<file path="src/rtl/mul_pkg.sv">
// Shared types and helpers for the sequential shift-and-add multiplier.
package mul_pkg;

  localparam int DEF_WIDTH = 16;
  localparam int MAX_W     = 64;

  typedef enum logic [1:0] {IDLE, CALC, FIX, DONE} state_t;

  // Magnitude of a w-bit operand (two's complement when s=1), returned zero-extended.
  // The most negative value maps to 2^(w-1), which still fits in w unsigned bits.
  function automatic logic [MAX_W-1:0] abs_w(input logic [MAX_W-1:0] v, input logic s,
                                             input int w);
    logic [MAX_W-1:0] mask;
    logic [MAX_W-1:0] r;
    mask = (w >= MAX_W) ? '1 : ((MAX_W'(1) << w) - MAX_W'(1));
    r    = v & mask;
    if (s && r[6'(w - 1)]) r = (~r + MAX_W'(1)) & mask;
    return r;
  endfunction

endpackage

</file>
<file path="src/rtl/seq_mul_if.sv">
// Start/done handshake bundle between a requesting controller and seq_mul.
interface seq_mul_if
  import mul_pkg::*;
#(
  parameter int WIDTH = DEF_WIDTH
);
  logic               start;
  logic               sgn;
  logic [WIDTH-1:0]   a_in;
  logic [WIDTH-1:0]   b_in;
  logic               busy;
  logic               done;
  logic [2*WIDTH-1:0] prod;

  modport master (output start, sgn, a_in, b_in, input busy, done, prod);
  modport slave  (input start, sgn, a_in, b_in, output busy, done, prod);
endinterface

</file>
<file path="src/rtl/seq_mul_ctrl.sv">
// Sequencing FSM for seq_mul; the datapath reports bm==0 through bz.
//   state | meaning
//   IDLE  | waiting for start
//   CALC  | one shift-and-add step per cycle until the multiplier is exhausted
//   FIX   | apply result sign and latch prod
//   DONE  | one-cycle completion pulse; accepts a new start
module seq_mul_ctrl
  import mul_pkg::*;
(
  input  logic clk,
  input  logic rst,
  input  logic start,
  input  logic bz,
  output logic load,
  output logic step,
  output logic fix,
  output logic busy,
  output logic done
);

  state_t state, state_nxt;

  always_ff @(posedge clk or posedge rst) begin
    if (rst) state <= IDLE;
    else     state <= state_nxt;
  end

  always_comb begin
    state_nxt = state;
    load      = 1'b0;
    step      = 1'b0;
    fix       = 1'b0;
    busy      = 1'b0;
    done      = 1'b0;
    case (state)
      IDLE: begin
        if (start) begin
          load      = 1'b1;
          state_nxt = CALC;
        end
      end
      CALC: begin
        busy = 1'b1;
        if (bz) state_nxt = FIX;
        else    step      = 1'b1;
      end
      FIX: begin
        busy      = 1'b1;
        fix       = 1'b1;
        state_nxt = DONE;
      end
      DONE: begin
        done = 1'b1;
        if (start) begin
          load      = 1'b1;
          state_nxt = CALC;
        end else begin
          state_nxt = IDLE;
        end
      end
      default: state_nxt = IDLE;
    endcase
  end

endmodule

</file>
<file path="src/rtl/seq_mul.sv">
// Sequential shift-and-add multiplier, signed/unsigned, with early exit on a zero multiplier.
module seq_mul
  import mul_pkg::*;
#(
  parameter int WIDTH = DEF_WIDTH
) (
  input  logic      clk,
  input  logic      rst,
  seq_mul_if.slave  bus
);

  logic [2*WIDTH-1:0] am;
  logic [2*WIDTH-1:0] acc;
  logic [2*WIDTH-1:0] prod_r;
  logic [WIDTH-1:0]   bm;
  logic [WIDTH-1:0]   a_abs;
  logic [WIDTH-1:0]   b_abs;
  logic               neg;
  logic               load, step, fix, bz;

  assign a_abs = WIDTH'(abs_w(MAX_W'(bus.a_in), bus.sgn, WIDTH));
  assign b_abs = WIDTH'(abs_w(MAX_W'(bus.b_in), bus.sgn, WIDTH));
  assign bz    = (bm == '0);

  seq_mul_ctrl u_ctrl (
    .clk   (clk),
    .rst   (rst),
    .start (bus.start),
    .bz    (bz),
    .load  (load),
    .step  (step),
    .fix   (fix),
    .busy  (bus.busy),
    .done  (bus.done)
  );

  always_ff @(posedge clk or posedge rst) begin
    if (rst) begin
      am     <= '0;
      bm     <= '0;
      acc    <= '0;
      neg    <= 1'b0;
      prod_r <= '0;
    end else begin
      if (load) begin
        am  <= {{WIDTH{1'b0}}, a_abs};
        bm  <= b_abs;
        acc <= '0;
        neg <= bus.sgn & (bus.a_in[WIDTH-1] ^ bus.b_in[WIDTH-1]);
      end else if (step) begin
        if (bm[0]) acc <= acc + am;
        am <= am << 1;
        bm <= bm >> 1;
      end
      if (fix) prod_r <= neg ? (~acc + 1'b1) : acc;
    end
  end

  assign bus.prod = prod_r;

endmodule

</file>
<file path="src/flat_wrapper.sv">
// flat-port wrapper written by rule: the top's interface ports become plain ports
module seq_mul_flat import mul_pkg::*;
#(
  parameter int WIDTH = DEF_WIDTH
)
  (clk, rst, bus_start, bus_sgn, bus_a_in, bus_b_in, bus_busy, bus_done, bus_prod);
  seq_mul_if #(.WIDTH(WIDTH)) bus_i ();
  input  logic clk;
  input  logic rst;
  input wire logic [$bits(bus_i.start)-1:0] bus_start;
  input wire logic [$bits(bus_i.sgn)-1:0] bus_sgn;
  input wire logic [$bits(bus_i.a_in)-1:0] bus_a_in;
  input wire logic [$bits(bus_i.b_in)-1:0] bus_b_in;
  output wire logic [$bits(bus_i.busy)-1:0] bus_busy;
  output wire logic [$bits(bus_i.done)-1:0] bus_done;
  output wire logic [$bits(bus_i.prod)-1:0] bus_prod;
  assign bus_i.start = bus_start;
  assign bus_i.sgn = bus_sgn;
  assign bus_i.a_in = bus_a_in;
  assign bus_i.b_in = bus_b_in;
  assign bus_busy = bus_i.busy;
  assign bus_done = bus_i.done;
  assign bus_prod = bus_i.prod;
  seq_mul #(.WIDTH(WIDTH)) u_core (.clk(clk), .rst(rst), .bus(bus_i));
endmodule
</file>
<file path="config.mk">
export PLATFORM = sky130hd
export DESIGN_NAME = seq_mul_flat
export DESIGN_NICKNAME = d
export VERILOG_FILES = /design/src/rtl/mul_pkg.sv /design/src/rtl/seq_mul_if.sv /design/src/rtl/seq_mul_ctrl.sv /design/src/rtl/seq_mul.sv /design/src/flat_wrapper.sv
export SDC_FILE = /design/constraint.sdc
export NUM_CORES = 1
export LEC_CHECK = 0
export BUFFER_PORTS_ARGS = -buffer_cell sky130_fd_sc_hd__buf_2
export CORE_MARGIN = 4
export CORE_UTILIZATION = 30
export CTS_BUF_LIST = sky130_fd_sc_hd__clkbuf_16
export DETAILED_ROUTE_END_ITERATION = 8
export GPL_TIMING_DRIVEN = 0
export PLACE_DENSITY_LB_ADDON = 0.08
export REMOVE_ABC_BUFFERS = 1
export SYNTH_ARGS = -nofsm -noshare
export SYNTH_HDL_FRONTEND = slang
export SYNTH_HIERARCHICAL = 1
export SYNTH_SLANG_ARGS = --single-unit
</file>
<file path="constraint.sdc">
create_clock -name clk -period 3.9 [get_ports clk]
set_input_delay 0.78 -clock clk [delete_from_list [all_inputs] [get_ports clk]]
set_output_delay 0.78 -clock clk [all_outputs]
set_load 0.01 [all_outputs]
</file>
; ---- Word level (Yosys, flattened, before mapping)
; Index checks and enable logic that the tools add are counted.
[classes]
addsub = 4
n_eq_ne = 5
muxes = 21
bitwise_logic = 5
reduce_logical = 10
[op_table]
columns = operator, n
row1 = $mux 32, 6
row2 = $mux 16, 4
row3 = $add 16x1->16 const B, 2
row4 = $add 32x1->32 const B, 1
row5 = $add 32x32->32, 1
row6 = $not 16->16, 2
row7 = $not 32->32, 1
row8 = $logic_not 16->1, 1
row9 = $mux 1, 8
row10 = $pmux 2 s4, 1
row11 = $eq 2x2->1 const B, 2
row12 = $mux 2, 2
row13 = $reduce_and 2->1, 2
row14 = $reduce_bool 2->1, 2
row15 = $reduce_or 2->1, 2
row16 = $eq 2x1->1 const B, 1
row17 = $logic_and 1x1->1, 2
row18 = $logic_not 2->1, 1
row19 = $ne 2x1->1 const B, 1
row20 = $ne 2x2->1 const B, 1
row21 = $and 1x1->1, 1
row22 = $xor 1x1->1, 1
[word_totals]
regBits = 115
inputBits = 36
output_inout_bits = 34
wordCells = 51

; ---- Logic depth before layout (Yosys ltp)
[depth]
ltp_word = 5
depth_mapped = 11
depth_no_buf = 11

; ---- By module
; The synthesis kept the hierarchy.
[modules_own_cells]
columns = mod, n_inst, cells_each, area_each_um2, seq_area_each_um2
row1 = seq_mul, 1, 838, 7352.1, 2827.7
row2 = seq_mul_ctrl, 1, 19, 182.7, 50.0

; ---- Worst setup path after synthesis
; Ideal clock, no wire load.
[synth_path]
kind = reg2reg
from = reg u_core.acc[7]
to = reg u_core.prod_r[31], in the netlist u_core/bus.prod[31]
setup_time_ps = 125
arrival_time_ps = 2860
required_ps = 3775
path_slack_ps = 915
stages_incl_launch_ff = 9
path_buffers = 0
period_less_slack_ps = 2985
cell_sequence = dfrtp_1 or4_4 nor4_4 or4b_1 or3_4 or2_4 o41ai_2 xnor2_1 mux2_4
[synth_via]
elab_chain_len = 3
[synth_lines]
columns = item, line
row1 = "start, declared", seq_mul.sv:13  ; logic [2*WIDTH-1:0] acc;
row2 = "start signal, assigned", seq_mul.sv:51  ; if (bm[0]) acc <= acc + am;
row3 = $not 32->32, seq_mul.sv:55  ; if (fix) prod_r <= neg ? (~acc + 1'b1) : acc;
row4 = $add 32x1->32, seq_mul.sv:55
row5 = $mux 32, seq_mul.sv:55
row6 = "end signal, assigned", seq_mul.sv:55
row7 = "end, declared", seq_mul.sv:14  ; logic [2*WIDTH-1:0] prod_r;
; Every way passes these cells.
; A chain may end at the register's enable or synchronous reset.

; ---- Worst setup path in the final report
[layout_path]
from = reg u_core.am[0]
to = reg u_core.acc[30]
[layout_via]
elab_chain_len = 4
[layout_lines]
columns = item, line
row1 = "start, declared", seq_mul.sv:12  ; logic [2*WIDTH-1:0] am;
row2 = "start signal, assigned", seq_mul.sv:46  ; am <= {{WIDTH{1'b0}}, a_abs};
row3 = "start signal, assigned", seq_mul.sv:52  ; am <= am << 1;
row4 = $add 32x32->32, seq_mul.sv:51
row5 = $mux 32, seq_mul.sv:51
row6 = $mux 32, seq_mul.sv:50  ; end else if (step) begin
row7 = $mux 32, seq_mul.sv:45  ; if (load) begin
; Every way passes these cells. The select of a mux whose other input is x is not followed.

==> run metrics <==
arrival time worst endpoint 3600 ps; Synth cell types 60; leak pwr 4.132 nW; status completed; Post-Route WL 19,910 µm; Port Buf Inserts 69; register area share after synthesis 38.19%; Int Power 0.003994 W; yosys warns 6; element type at the critical path end flop; CTS tree built; Clk pwr share 23.0%; Worst Hold Class in -> async; Routed WL per cell 15.96 µm; Tot GR Track Use 14.80%; Max Clk Rate between 300 and 400 MHz; skew final roughly 11 ps; Pwr Total 0.006854 W; Post-synth ARST share 100.0%; die area 27,720 µm²; Hold Fails Final Rpt 0; Reg clk slew, reported paths about 60 ps; Post-synth EDFFs 0; mean post-synth cell area 8.792 µm²; max-slew violation count 0; hold slack 260.5 ps; ANT cells 0; die height 166.5 µm; # nets final 986; Detail Route Antenna Nets 0; switching share of power 41.72%; Psw 0.002860 W; Initial Utilization between 30% and 40%; critical path launch point u_core/am[0]; final setup vio count 0; Slew @ Worst Pin 1275 ps; Gate power share 47.1%; largest net degree at the start of global routing 90; CTS buffer count 17; Reg area 2878 µm²; routed via count approximately 6,200; Placement Rows 57; total setup buffers inserted after CTS 0; power density cells between 700 and 800 nW/µm²; most frequent cells in the layout 115 x dfrtp_1, 91 x nand2_1, 91 x a21oi_1; Yosys reg bits 115; P&R area growth vs syn 18.20%; DR pass1 iterations 4; # IOs 70; cell taking the most area after synthesis dfrtp_1; DRC violation total after the first TritonRoute iteration 276; Chip Width 166.5 µm; first-pass GRT wire length 34,000 µm; Max IR drop VDD 351.8 µV; gpl congestion roughly 0.79; DR vias/cell 5.006; vias in the first global route ~6,400; H-tree depth 4; crit path max fanout 6; Root Driver clkbuf_16; Primary FF master, synth dfrtp_1; Tmin final 3272 ps; Slew headroom 14.99%; Tcrit/Tclk final 83.91%; Setup CP Type reg -> reg; RSZ-0062 raised after global routing no; dpl hpwl 14,190 µm; Synth area leaders dfrtp_1 38%, ha_1 6.5%, xor2_1 6.4%; Fill cells 2,580; Clock Latency Late Sink roughly 410 ps; commonest non-fill, non-tap cell in the layout dfrtp_1; footprint of the multi-input gates 4428 µm²; core area 24,530 µm²; Synth top area share 38.19%; grt ovf 0; layout cells sized above 1 between 10% and 20%; CTS sink count 115; area of the mapped netlist 7535 µm²; initial antenna violation count 1; CP Data Required Time 4220 ps; Synth Instances 857; crit path launch type flop; Seq pwr share 29.9%; clock buffer depth 2; DRC Markers 0; reg2reg start u_core/am[0]; Max Cap Violations 0
==> cells by family after synthesis <==
family / count (synthesis) / synth area share, %
buffers and inverters: 68 / 3.388
DFF: 115 / 38.19
and+or+nand+nor: 270 / 16.84
adders and majority gates: 40 / 6.742
xor gates and xnor gates: 75 / 8.718
AOI/OAI and AO/OA: 236 / 18.93
muxes: 53 / 7.190
==> registers in the layout (all words and copies together) (netlist names) <==
| register | flops |
|---|---|
| u_core/bus.prod | 32 |
| u_core/am | 32 |
| u_core/bm | 16 |
| u_core/acc | 32 |
| u_core/neg | 1 |
| u_core/u_ctrl/state | 2 |
==> cell type report <==
| type | instances | area share, % |
|---|---|---|
| Inverter | 26 | 1.152 |
| Tap cell | 324 | 4.552 |
| Clock inverter | 15 | 1.700 |
| Timing Repair Buffer | 76 | 5.788 |
| Multi-Input combinational cell | 674 | 49.72 |
| Sequential cell | 115 | 32.31 |
| Clock buffer | 17 | 4.777 |
==> cells in the mapped netlist, types with 6 or more instances <==
master,number
nor4_1,8
and3_1,6
or3_1,6
o21ai_0,55
nor2b_1,9
mux2i_1,47
xor2_1,55
buf_1,7
a211oi_1,9
nor2_1,81
nor3_1,17
o31ai_1,16
inv_1,25
clkbuf_1,35
ha_1,39
nand2_1,92
a31oi_1,8
nand3_1,19
a21oi_1,91
a21o_1,19
xnor2_1,20
dfrtp_1,115
or4_1,7
==> power groups by stage <==
stage	sequential, W	combinational (W)	clock [W]
finish	0.00205	0.00323	0.00158
global route	0.00214	0.00369	0.00168
CTS	0.00207	0.00329	0.00162
detailed placement	0.00209	0.00328	0
global placement	0.00211	0.00327	0
floorplan	0.00204	0.00226	0
==> stage by stage <==
stage / std cells / setup WS [ps] / utilization (%) / instance area (µm²) / TNS, ps
after detailed placement: 1215 / 305.5 / 33.92 / 8323 / 0
after global placement: 1208 / -6974 / 33.13 / 8128 / -553120
final: 1247 / 627.7 / 36.30 / 8906 / 0
after global routing: 1247 / 285.1 / 36.30 / 8906 / 0
after floorplan: 815 / -2677 / - / 7377 / -118030
after CTS: 1247 / 279.9 / 36.28 / 8900 / 0
==> final timing paths <==
check	end	cells after the start	slack, ps
min in group clk	u_core/bus.prod[28]	1	500
max	u_core/acc[30]	11	630
min	u_core/u_ctrl/state[1]	2	260
max in group asynchronous	u_core/acc[8]	3	2800
max reg2reg	u_core/acc[30]	11	630
min reg2reg	u_core/bus.prod[28]	1	500
==> repair_timing <==
item                                    in CTS  in global routing
hold buffers                                 0                  0
resized for setup                            0                  1
endpoints found under the setup margin       0                  2
==> critical path, stage by stage (launching register included) <==
cell and delay, ps:
dfrtp_1 430, ha_1 220, inv_1 70, fa_1 380, nor2b_1 220, o31ai_1 140, a221oi_2 510, a211oi_1 240
o31ai_1 420, o21ai_0 180, xor2_1 160, a211oi_1 220
==> per-layer routing <==
metal | track usage [%] | up-vias | wire [µm]
met5 | 0 | - | 13
met4 | 3.593 | 2 | 263
met3 | 2.868 | 15 | 533
met2 | 23.85 | 97 | 9148
met1 | 20.61 | 2964 | 9949
li1 | - | 3165 | -
No activity file was read; power rests on OpenSTA's default activity.
